`src/rtl/moving_average_ring_if.sv`:
```
// Sample/result bus for the moving-average filter.
// The master drives samples and control; the slave returns the averaged result.
interface moving_average_ring_if #(
  parameter int unsigned DATA_W = 10,
  parameter int unsigned SEL_W  = 3
);
  logic              ena;
  logic [DATA_W-1:0] data_in;
  logic              strobe_in;
  logic [SEL_W-1:0]  win_sel;
  logic              round_en;
  logic [DATA_W-1:0] data_out;
  logic              strobe_out;
  logic              primed;

  modport master (
    output ena, data_in, strobe_in, win_sel, round_en,
    input  data_out, strobe_out, primed
  );

  modport slave (
    input  ena, data_in, strobe_in, win_sel, round_en,
    output data_out, strobe_out, primed
  );
endinterface

```
`src/rtl/moving_average_ring.sv`:
```
// Power-of-two window moving average over a circular sample buffer.
// A running sum is updated on each strobe rising edge.
module moving_average_ring #(
  parameter int unsigned DATA_W     = 10,
  parameter int unsigned MAX_LOG2_N = 5,
  parameter int unsigned SEL_W      = 3
) (
  input  logic                  clk,
  input  logic                  rst_n,
  moving_average_ring_if.slave  bus
);

  localparam int unsigned DEPTH  = 1 << MAX_LOG2_N;
  localparam int unsigned PTR_W  = MAX_LOG2_N;
  localparam int unsigned FILL_W = MAX_LOG2_N + 1;
  localparam int unsigned SUM_W  = DATA_W + MAX_LOG2_N;
  localparam int unsigned RND_W  = SUM_W + 1;
  localparam int unsigned KW     = $clog2(MAX_LOG2_N + 1);
  localparam logic [DATA_W-1:0] DMAX = {DATA_W{1'b1}};

  logic [DATA_W-1:0] r_buf [DEPTH];
  logic [PTR_W-1:0]  r_wr_ptr, w_wr_ptr_d;
  logic [FILL_W-1:0] r_fill, w_fill_d;
  logic [SUM_W-1:0]  r_sum, w_sum_d;
  logic [KW-1:0]     r_k_q, w_k_q_d;
  logic [DATA_W-1:0] r_data_out, w_data_out_d;
  logic              r_primed, w_primed_d;
  logic              r_strobe_out;
  logic              r_strobe_d;

  logic              w_accept;
  logic              w_flush;
  logic [KW-1:0]     w_k_eff;
  logic [FILL_W-1:0] w_n;
  logic [PTR_W-1:0]  w_old_idx;
  logic [FILL_W-1:0] w_fill_base, w_fill_next;
  logic [SUM_W-1:0]  w_sum_base, w_sum_next;
  logic [DATA_W-1:0] w_oldest;
  logic [RND_W-1:0]  w_rnd, w_avg;
  logic [DATA_W-1:0] w_result;

  assign w_accept  = bus.strobe_in & ~r_strobe_d & bus.ena;
  assign w_k_eff   = (bus.win_sel > SEL_W'(MAX_LOG2_N)) ? KW'(MAX_LOG2_N) : KW'(bus.win_sel);
  assign w_flush   = bus.ena && (w_k_eff != r_k_q);
  assign w_n       = FILL_W'(1) << w_k_eff;
  // N == DEPTH aliases to wr_ptr itself: the slot about to be overwritten is the oldest
  assign w_old_idx = r_wr_ptr - w_n[PTR_W-1:0];

  // Running-sum datapath; a flush makes the incoming sample the first of the window
  always_comb begin
    w_fill_base = w_flush ? '0 : r_fill;
    w_sum_base  = w_flush ? '0 : r_sum;
    w_oldest    = (w_fill_base >= w_n) ? r_buf[w_old_idx] : '0;
    w_sum_next  = w_sum_base + SUM_W'(bus.data_in) - SUM_W'(w_oldest);
    w_fill_next = (w_fill_base == FILL_W'(DEPTH)) ? w_fill_base : w_fill_base + FILL_W'(1);
    w_rnd       = bus.round_en ? RND_W'(w_n >> 1) : '0;
    w_avg       = (RND_W'(w_sum_next) + w_rnd) >> w_k_eff;
    w_result    = (w_avg > RND_W'(DMAX)) ? DMAX : w_avg[DATA_W-1:0];
  end

  // Next-state selection
  always_comb begin
    w_wr_ptr_d   = r_wr_ptr;
    w_fill_d     = r_fill;
    w_sum_d      = r_sum;
    w_k_q_d      = r_k_q;
    w_data_out_d = r_data_out;
    w_primed_d   = r_primed;
    if (w_flush) begin
      w_k_q_d    = w_k_eff;
      w_fill_d   = '0;
      w_sum_d    = '0;
      w_primed_d = 1'b0;
    end
    if (w_accept) begin
      w_wr_ptr_d   = r_wr_ptr + PTR_W'(1);
      w_fill_d     = w_fill_next;
      w_sum_d      = w_sum_next;
      w_data_out_d = w_result;
      w_primed_d   = (w_fill_next >= w_n);
    end
  end

  always_ff @(posedge clk or negedge rst_n) begin
    if (!rst_n) begin
      r_wr_ptr     <= '0;
      r_fill       <= '0;
      r_sum        <= '0;
      r_k_q        <= '0;
      r_data_out   <= '0;
      r_primed     <= 1'b0;
      r_strobe_out <= 1'b0;
      r_strobe_d   <= 1'b0;
    end else begin
      r_wr_ptr     <= w_wr_ptr_d;
      r_fill       <= w_fill_d;
      r_sum        <= w_sum_d;
      r_k_q        <= w_k_q_d;
      r_data_out   <= w_data_out_d;
      r_primed     <= w_primed_d;
      r_strobe_out <= w_accept;
      r_strobe_d   <= bus.strobe_in;
    end
  end

  // Sample storage; stale contents are masked by fill
  always_ff @(posedge clk) begin
    if (w_accept) begin
      r_buf[r_wr_ptr] <= bus.data_in;
    end
  end

  assign bus.data_out   = r_data_out;
  assign bus.strobe_out = r_strobe_out;
  assign bus.primed     = r_primed;

endmodule

```
`src/flat_wrapper.sv`:
```
// flat-port wrapper written by rule: the top's interface ports become plain ports
module moving_average_ring_flat 
#(
  parameter int unsigned DATA_W     = 10,
  parameter int unsigned MAX_LOG2_N = 5,
  parameter int unsigned SEL_W      = 3
)
  (clk, rst_n, bus_ena, bus_data_in, bus_strobe_in, bus_win_sel, bus_round_en, bus_data_out, bus_strobe_out, bus_primed);
  moving_average_ring_if #(.DATA_W(DATA_W), .SEL_W(SEL_W)) bus_i ();
  input  logic clk;
  input  logic rst_n;
  input wire logic [$bits(bus_i.ena)-1:0] bus_ena;
  input wire logic [$bits(bus_i.data_in)-1:0] bus_data_in;
  input wire logic [$bits(bus_i.strobe_in)-1:0] bus_strobe_in;
  input wire logic [$bits(bus_i.win_sel)-1:0] bus_win_sel;
  input wire logic [$bits(bus_i.round_en)-1:0] bus_round_en;
  output wire logic [$bits(bus_i.data_out)-1:0] bus_data_out;
  output wire logic [$bits(bus_i.strobe_out)-1:0] bus_strobe_out;
  output wire logic [$bits(bus_i.primed)-1:0] bus_primed;
  assign bus_i.ena = bus_ena;
  assign bus_i.data_in = bus_data_in;
  assign bus_i.strobe_in = bus_strobe_in;
  assign bus_i.win_sel = bus_win_sel;
  assign bus_i.round_en = bus_round_en;
  assign bus_data_out = bus_i.data_out;
  assign bus_strobe_out = bus_i.strobe_out;
  assign bus_primed = bus_i.primed;
  moving_average_ring #(.DATA_W(DATA_W), .MAX_LOG2_N(MAX_LOG2_N), .SEL_W(SEL_W)) u_core (.clk(clk), .rst_n(rst_n), .bus(bus_i));
endmodule
```
`config.mk`:
```
export PLATFORM = sky130hd
export DESIGN_NAME = moving_average_ring_flat
export DESIGN_NICKNAME = d
export VERILOG_FILES = /design/src/rtl/moving_average_ring_if.sv /design/src/rtl/moving_average_ring.sv /design/src/flat_wrapper.sv
export SDC_FILE = /design/constraint.sdc
export NUM_CORES = 1
export LEC_CHECK = 0
export CELL_PAD_IN_SITES_DETAIL_PLACEMENT = 0
export CELL_PAD_IN_SITES_GLOBAL_PLACEMENT = 2
export CORE_MARGIN = 2
export CORE_UTILIZATION = 50
export CTS_CLUSTER_SIZE = 10
export DETAILED_ROUTE_END_ITERATION = 6
export GPL_ROUTABILITY_DRIVEN = 0
export GPL_TIMING_DRIVEN = 0
export PLACE_DENSITY_LB_ADDON = 0.12
export SLEW_MARGIN = 30
export SYNTH_ARGS = -nofsm -noshare
export SYNTH_HDL_FRONTEND = slang
export SYNTH_SLANG_ARGS = --single-unit
```
`constraint.sdc`:
```
create_clock -name clk -period 14.36 [get_ports clk]
set_clock_uncertainty 0.05 [all_clocks]
set_input_delay 3.59 -clock clk [delete_from_list [all_inputs] [get_ports clk]]
set_output_delay 3.59 -clock clk [all_outputs]
set_load 0.01 [all_outputs]
```
; Yosys cells after proc, flatten, opt, wreduce, memory -nomap -nowiden
; Memories as Yosys holds them, arrays and structs flattened.
; Index checks and enable logic that the tools add are counted.
[classes]
n_shift = 2
addsub = 6
n_eq_ne = 2
div = 0
bitwise_logic = 3
reduce_logical = 2
n_mul = 0
muxes = 13
n_lt_le_gt_ge = 4
[op_table]
columns = operator, n
row1 = two-way mux 15 bit, 2
row2 = two-way mux 10 bit, 2
row3 = two-way mux 6 bit, 3
row4 = adder 15 x 16 -> 16 bit, 1
row5 = > comparator 16 x 10 -> 1 bit (second input constant), 1
row6 = >> shifter 16 x 3 -> 16 bit, 1
row7 = adder 15 x 10 -> 15 bit, 1
row8 = subtractor 15 x 10 -> 15 bit, 1
row9 = >= comparator 6 bit, 2
row10 = adder 6 x 1 -> 6 bit (second input constant), 1
row11 = equality test 6 bit (second input constant), 1
row12 = << shifter 1 x 3 -> 6 bit (first input constant), 1
row13 = adder 5 x 1 -> 5 bit (second input constant), 1
row14 = two-way mux 5 bit, 1
row15 = subtractor 5 bit, 1
row16 = two-way mux 1 bit, 4
row17 = > comparator 3 bit (second input constant), 1
row18 = two-way mux 3 bit, 1
row19 = inequality test 3 bit, 1
row20 = bitwise AND 1 bit, 2
row21 = nonzero test 2 bit, 1
row22 = logical AND 1 bit, 1
row23 = NOT 1 bit, 1
[totals]
ram_bits = 320
rom_bits = 0
n_memories = 1
latchBits = 0
output_inout_bits = 12
wordCells = 41
ff_bits = 42
[memory_table]
columns = name, depth, word_bits, read_ports, rd_ports_with_merged_regs, write_ports, line
row1 = u_core.r_buf, 32, 10, 1, 0, 1, moving_average_ring.sv:21  ; logic [DATA_W-1:0] r_buf [DEPTH];

; Logic depth before layout (Yosys ltp)
[depth]
word_depth = 12
mapped_depth = 37
depth_no_buf = 33

; Worst setup path before layout
; Ideal clock, no wire load.
[synth_path]
path_kind = input to register
start = in bus_win_sel[2]
end = reg u_core.r_data_out[9], in the netlist u_core.bus.data_out[9]
t_arrival_ps = 10622
t_required_ps = 14186
path_slack_ps = 3564
cell_stages = 29
path_cell_list = clkbuf_1 buf_1 nor3_1 ha_1 clkbuf_1 clkbuf_1 buf_1 mux4_2 mux2i_1 nand2_1 o211ai_1 a21oi_1 fa_1 fa_1 nand2b_1 nand2b_1 a21oi_1 xnor2_1 ha_1 o21a_1 o31a_1 nor2_1 nor4_2 nand4_1 or3_1 xnor2_1 mux2_2 a21o_1 o31a_1
[synth_between]
elab_chain_cells = 12
word_cells_on_any_way = 18
cone_classes = add/sub: 4 / order compare: 3 / eq/ne: 1 / shift: 2 / mux: 6 / reduce/logical: 1 / memory: 1
[synth_rtl]
columns = item, line
row1 = start: declaration, flat_wrapper.sv:15  ; input wire logic [$bits(bus_i.win_sel)-1:0] bus_win_sel;
row2 = > comparator 3 bit, moving_average_ring.sv:43  ; assign w_k_eff = (bus.win_sel > SEL_W'(MAX_LOG2_N)) ? KW'(MAX_LOG2_N) : KW'(bus.win_sel);
row3 = two-way mux 3 bit *, moving_average_ring.sv:43
row4 = branches (longest 7 deep; another with adder 15 x 16 -> 16 bit), n/a
row5 = >> shifter 16 x 3 -> 16 bit *, moving_average_ring.sv:57  ; w_avg = (RND_W'(w_sum_next) + w_rnd) >> w_k_eff;
row6 = > comparator 16 x 10 -> 1 bit, moving_average_ring.sv:58  ; w_result = (w_avg > RND_W'(DMAX)) ? DMAX : w_avg[DATA_W-1:0];
row7 = two-way mux 10 bit *, moving_average_ring.sv:58
row8 = end signal: assignment, moving_average_ring.sv:99  ; r_data_out <= w_data_out_d;
row9 = end: declaration, moving_average_ring.sv:26  ; logic [DATA_W-1:0] r_data_out, w_data_out_d;
; Every way passes the cells marked *.
; A chain may end at the register's enable or synchronous reset.

; Worst setup path in the final report
[layout_path]
start = in bus_win_sel[0]
end = reg u_core.r_data_out[7], in the netlist u_core.bus.data_out[7]
; Same word-level chain as after synthesis.

==> results_dict.tcl <==
set metrics [dict create \
    yosys.area.top_type "edfxtp_1" \
    drt-total-wl_um 40300 \
    critPathBufInv 5 \
    syn_area_per_cell_um2 15.3 \
    wire_per_inst_um 24.7 \
    holdWs_ns 0.471 \
    grt_setup_unrepaired "false" \
    fin_crit_sh_pct 86.8 \
    synthFlopType "edfxtp_1" \
    grt_util_all_layers_pct 23.3 \
    peakVddDrop_v 0.000118 \
    r2r_end "u_core.bus.data_out[7]" \
    powerDensity_nw_per_um2 250 \
    r2r-start "u_core.r_k_q[1]" \
    drc_errors 0 \
    root_buffer "clkbuf_16" \
    worstHoldStart "u_core.r_sum[1]" \
    synth_commonest_cells "edfxtp_1 (320), mux4_2 (80), nand2_1 (72)" \
    synth.area.top_cells "edfxtp_1 (57%), mux4_2 (11%), dfrtp_1 (6.2%)" \
    utilization_pct 56.7 \
    max_freq_mhz 80.3 \
    antenna_found_initial 0 \
    antenna_cells 0 \
    post_cts_buffers 0 \
    fp.dieH_um 188 \
    ys_async_sr_fraction_pct 11.6 \
    min_path_type "reg2reg" \
    cap_violations 0 \
    drv_slew 0 \
    critPathKind "in2reg" \
    htreeDepth 2 \
    grt_pass1_vias 9833 \
    yosysMostFrequentCell "edfxtp_1" \
    critPathMaxFanout 10 \
    synth_warnings 0 \
    dr.pass1.iters 7 \
    hpwl_um 27000 \
    timing.hold.worst_path_depth 2 \
    grt_pass1_wl_um 60600 \
    clock_latency_ns 0.55 \
    rr_worst_depth 35 \
    yosysSeqAreaShare_pct 63.1 \
    cts_hold_buf 0 \
    first_iter_violations 677 \
    setup_viol 0 \
    path_delay_family "buffers and inverters" \
    cts.clk_slew.worst_paths_ns 0.05 \
    port_buffers 27 \
    crit_path_start_kind "input port" \
    arrival_ns 12.82 \
    fin_crit_ns 12.46 \
    grt_max_degree 41 \
    syn_inst 1101 \
    cts.sinks 362 \
    synth_seq_cells 362 \
    nets 1245 \
    cts_buffer_depth 3 \
    end_kind "register" \
    netlist_area_um2 16900 \
    critical_path_required_ns 14.72 \
    numCtsBuffers 43 \
    crit_path_top_delay_cell "clkbuf_1" \
    grt_overflow 0 \
    status "complete, no violations" \
    hold_viol 0 \
    worst_pin_slew_ns 0.987 \
    ant_nets 0 \
    synth_edf_count 320 \
    power_leakage_nw 6.53 \
    synth_top_area_share_pct 56.9 \
    cts_resized 0 \
    die_x_um 188 \
    fin_setup_tns_ns 0 \
    drive_gt1_share_pct 17.7 \
    synthesis.nets 1172 \
    r2r_setup_slack_ns 5.14 \
    ys_types 72 \
    cts_tree "done" \
    ios 30 \
    hold_end "u_core.r_sum[1]" \
    rows 67 \
    dieArea_um2 35300 \
    core-area_um2 33400 \
    syn_to_final_growth_pct 12.0 \
    slew_headroom_pct 33.8 \
    num_vias 9472 \
    max_stage_delay_ns 0.63 \
    start_util_pct 50.6 \
    via_per_inst 5.81 \
]
==> kinds of logic after synthesis <==
family	Yosys count	synth area share (%)
buffers and inverters	92	2.08
XOR/XNOR	39	2.07
flip-flops	362	63.1
adder cells (fa/ha/maj)	54	4.52
AO/OA/AOI/OAI	186	7.49
AND/OR/NAND/NOR	240	7.10
multiplexers	128	13.7
==> worst max path at each step <==
stage,startpoint,depth (start not counted),slack (ns),endpoint
after floorplan,bus_win_sel[2],29,3.56,u_core.bus.data_out[9]
after global placement,bus_win_sel[0],29,1.20,u_core.bus.data_out[2]
after detailed placement,bus_win_sel[0],29,1.19,u_core.bus.data_out[5]
after CTS,bus_win_sel[0],29,1.75,u_core.bus.data_out[5]
after global routing,bus_win_sel[0],32,1.08,u_core.bus.data_out[5]
final,bus_win_sel[0],30,1.90,u_core.bus.data_out[7]
==> metal layers <==
metal | track usage (%) | vias up | share of wire (%)
li1 | - | 4411 | -
met1 | 30.2 | 4765 | 41
met2 | 40.6 | 227 | 51
met3 | 4.29 | 69 | 5.1
met4 | 6.69 | 0 | 2.7
met5 | 0 | - | 0
==> flip-flops by register name, indices dropped and copies added, names as in the netlist, 3 cells and up <==
signal               flops
u_core.r_wr_ptr          5
u_core.bus.data_out     10
u_core.r_buf           320
u_core.r_fill            6
u_core.r_sum            15
u_core.r_k_q             3
==> worst register-to-register path, delay by kind of cell (launching register included) <==
| family | cells | cell delay (ns) |
|---|---|---|
| AOI/OAI and AO/OA | 11 | 2.51 |
| and+or+nand+nor | 10 | 2.16 |
| adders and majority gates | 6 | 1.84 |
| buffers and inverters | 5 | 1.42 |
| muxes | 1 | 0.42 |
| DFF | 1 | 0.39 |
| xor gates and xnor gates | 2 | 0.30 |
==> layout make-up <==
type	instances	area [um2]
clock inverters	8	80.1
inverters	36	135
repair buffers	28	245
flip-flops and latches	362	10700
clock buffers	45	1080
fillers	2743	14400
plain buffers	56	220
well taps	448	561
multi-input cells	647	5940
==> through the flow <==
stage	instances	setup slack (ns)	instance area [um2]	power, mW
after floorplan	1101	3.56	16900	3.12
after global placement	1576	1.20	17700	3.79
after detailed placement	1577	1.19	17700	3.80
after CTS	1630	1.75	18900	4.76
after global routing	1630	1.08	18900	5.06
final	1630	1.90	18900	4.73
==> cell usage in the layout (no fill, tap or decap), types with 16 or more instances in the layout <==
cell,Yosys,layout
a211oi_1,22,22
a21o_1,20,20
a21oi_1,37,37
clkbuf_1,39,41
clkbuf_16,0,43
clkdlybuf4s50_1,0,16
dfrtp_1,42,42
edfxtp_1,320,320
ha_1,41,41
inv_1,35,35
mux2_2,20,20
mux2i_1,28,28
mux4_2,80,80
nand2_1,72,72
nor2_1,65,47
nor2_2,0,18
o211ai_1,17,17
o21ai_0,38,38
xnor2_1,26,25
==> power by group <==
group,internal (mW),switching (mW)
clock,0.551,0.398
combinational,1.03,1.54
sequential,1.20,0.0199
Power figures use the tool's default switching activity.
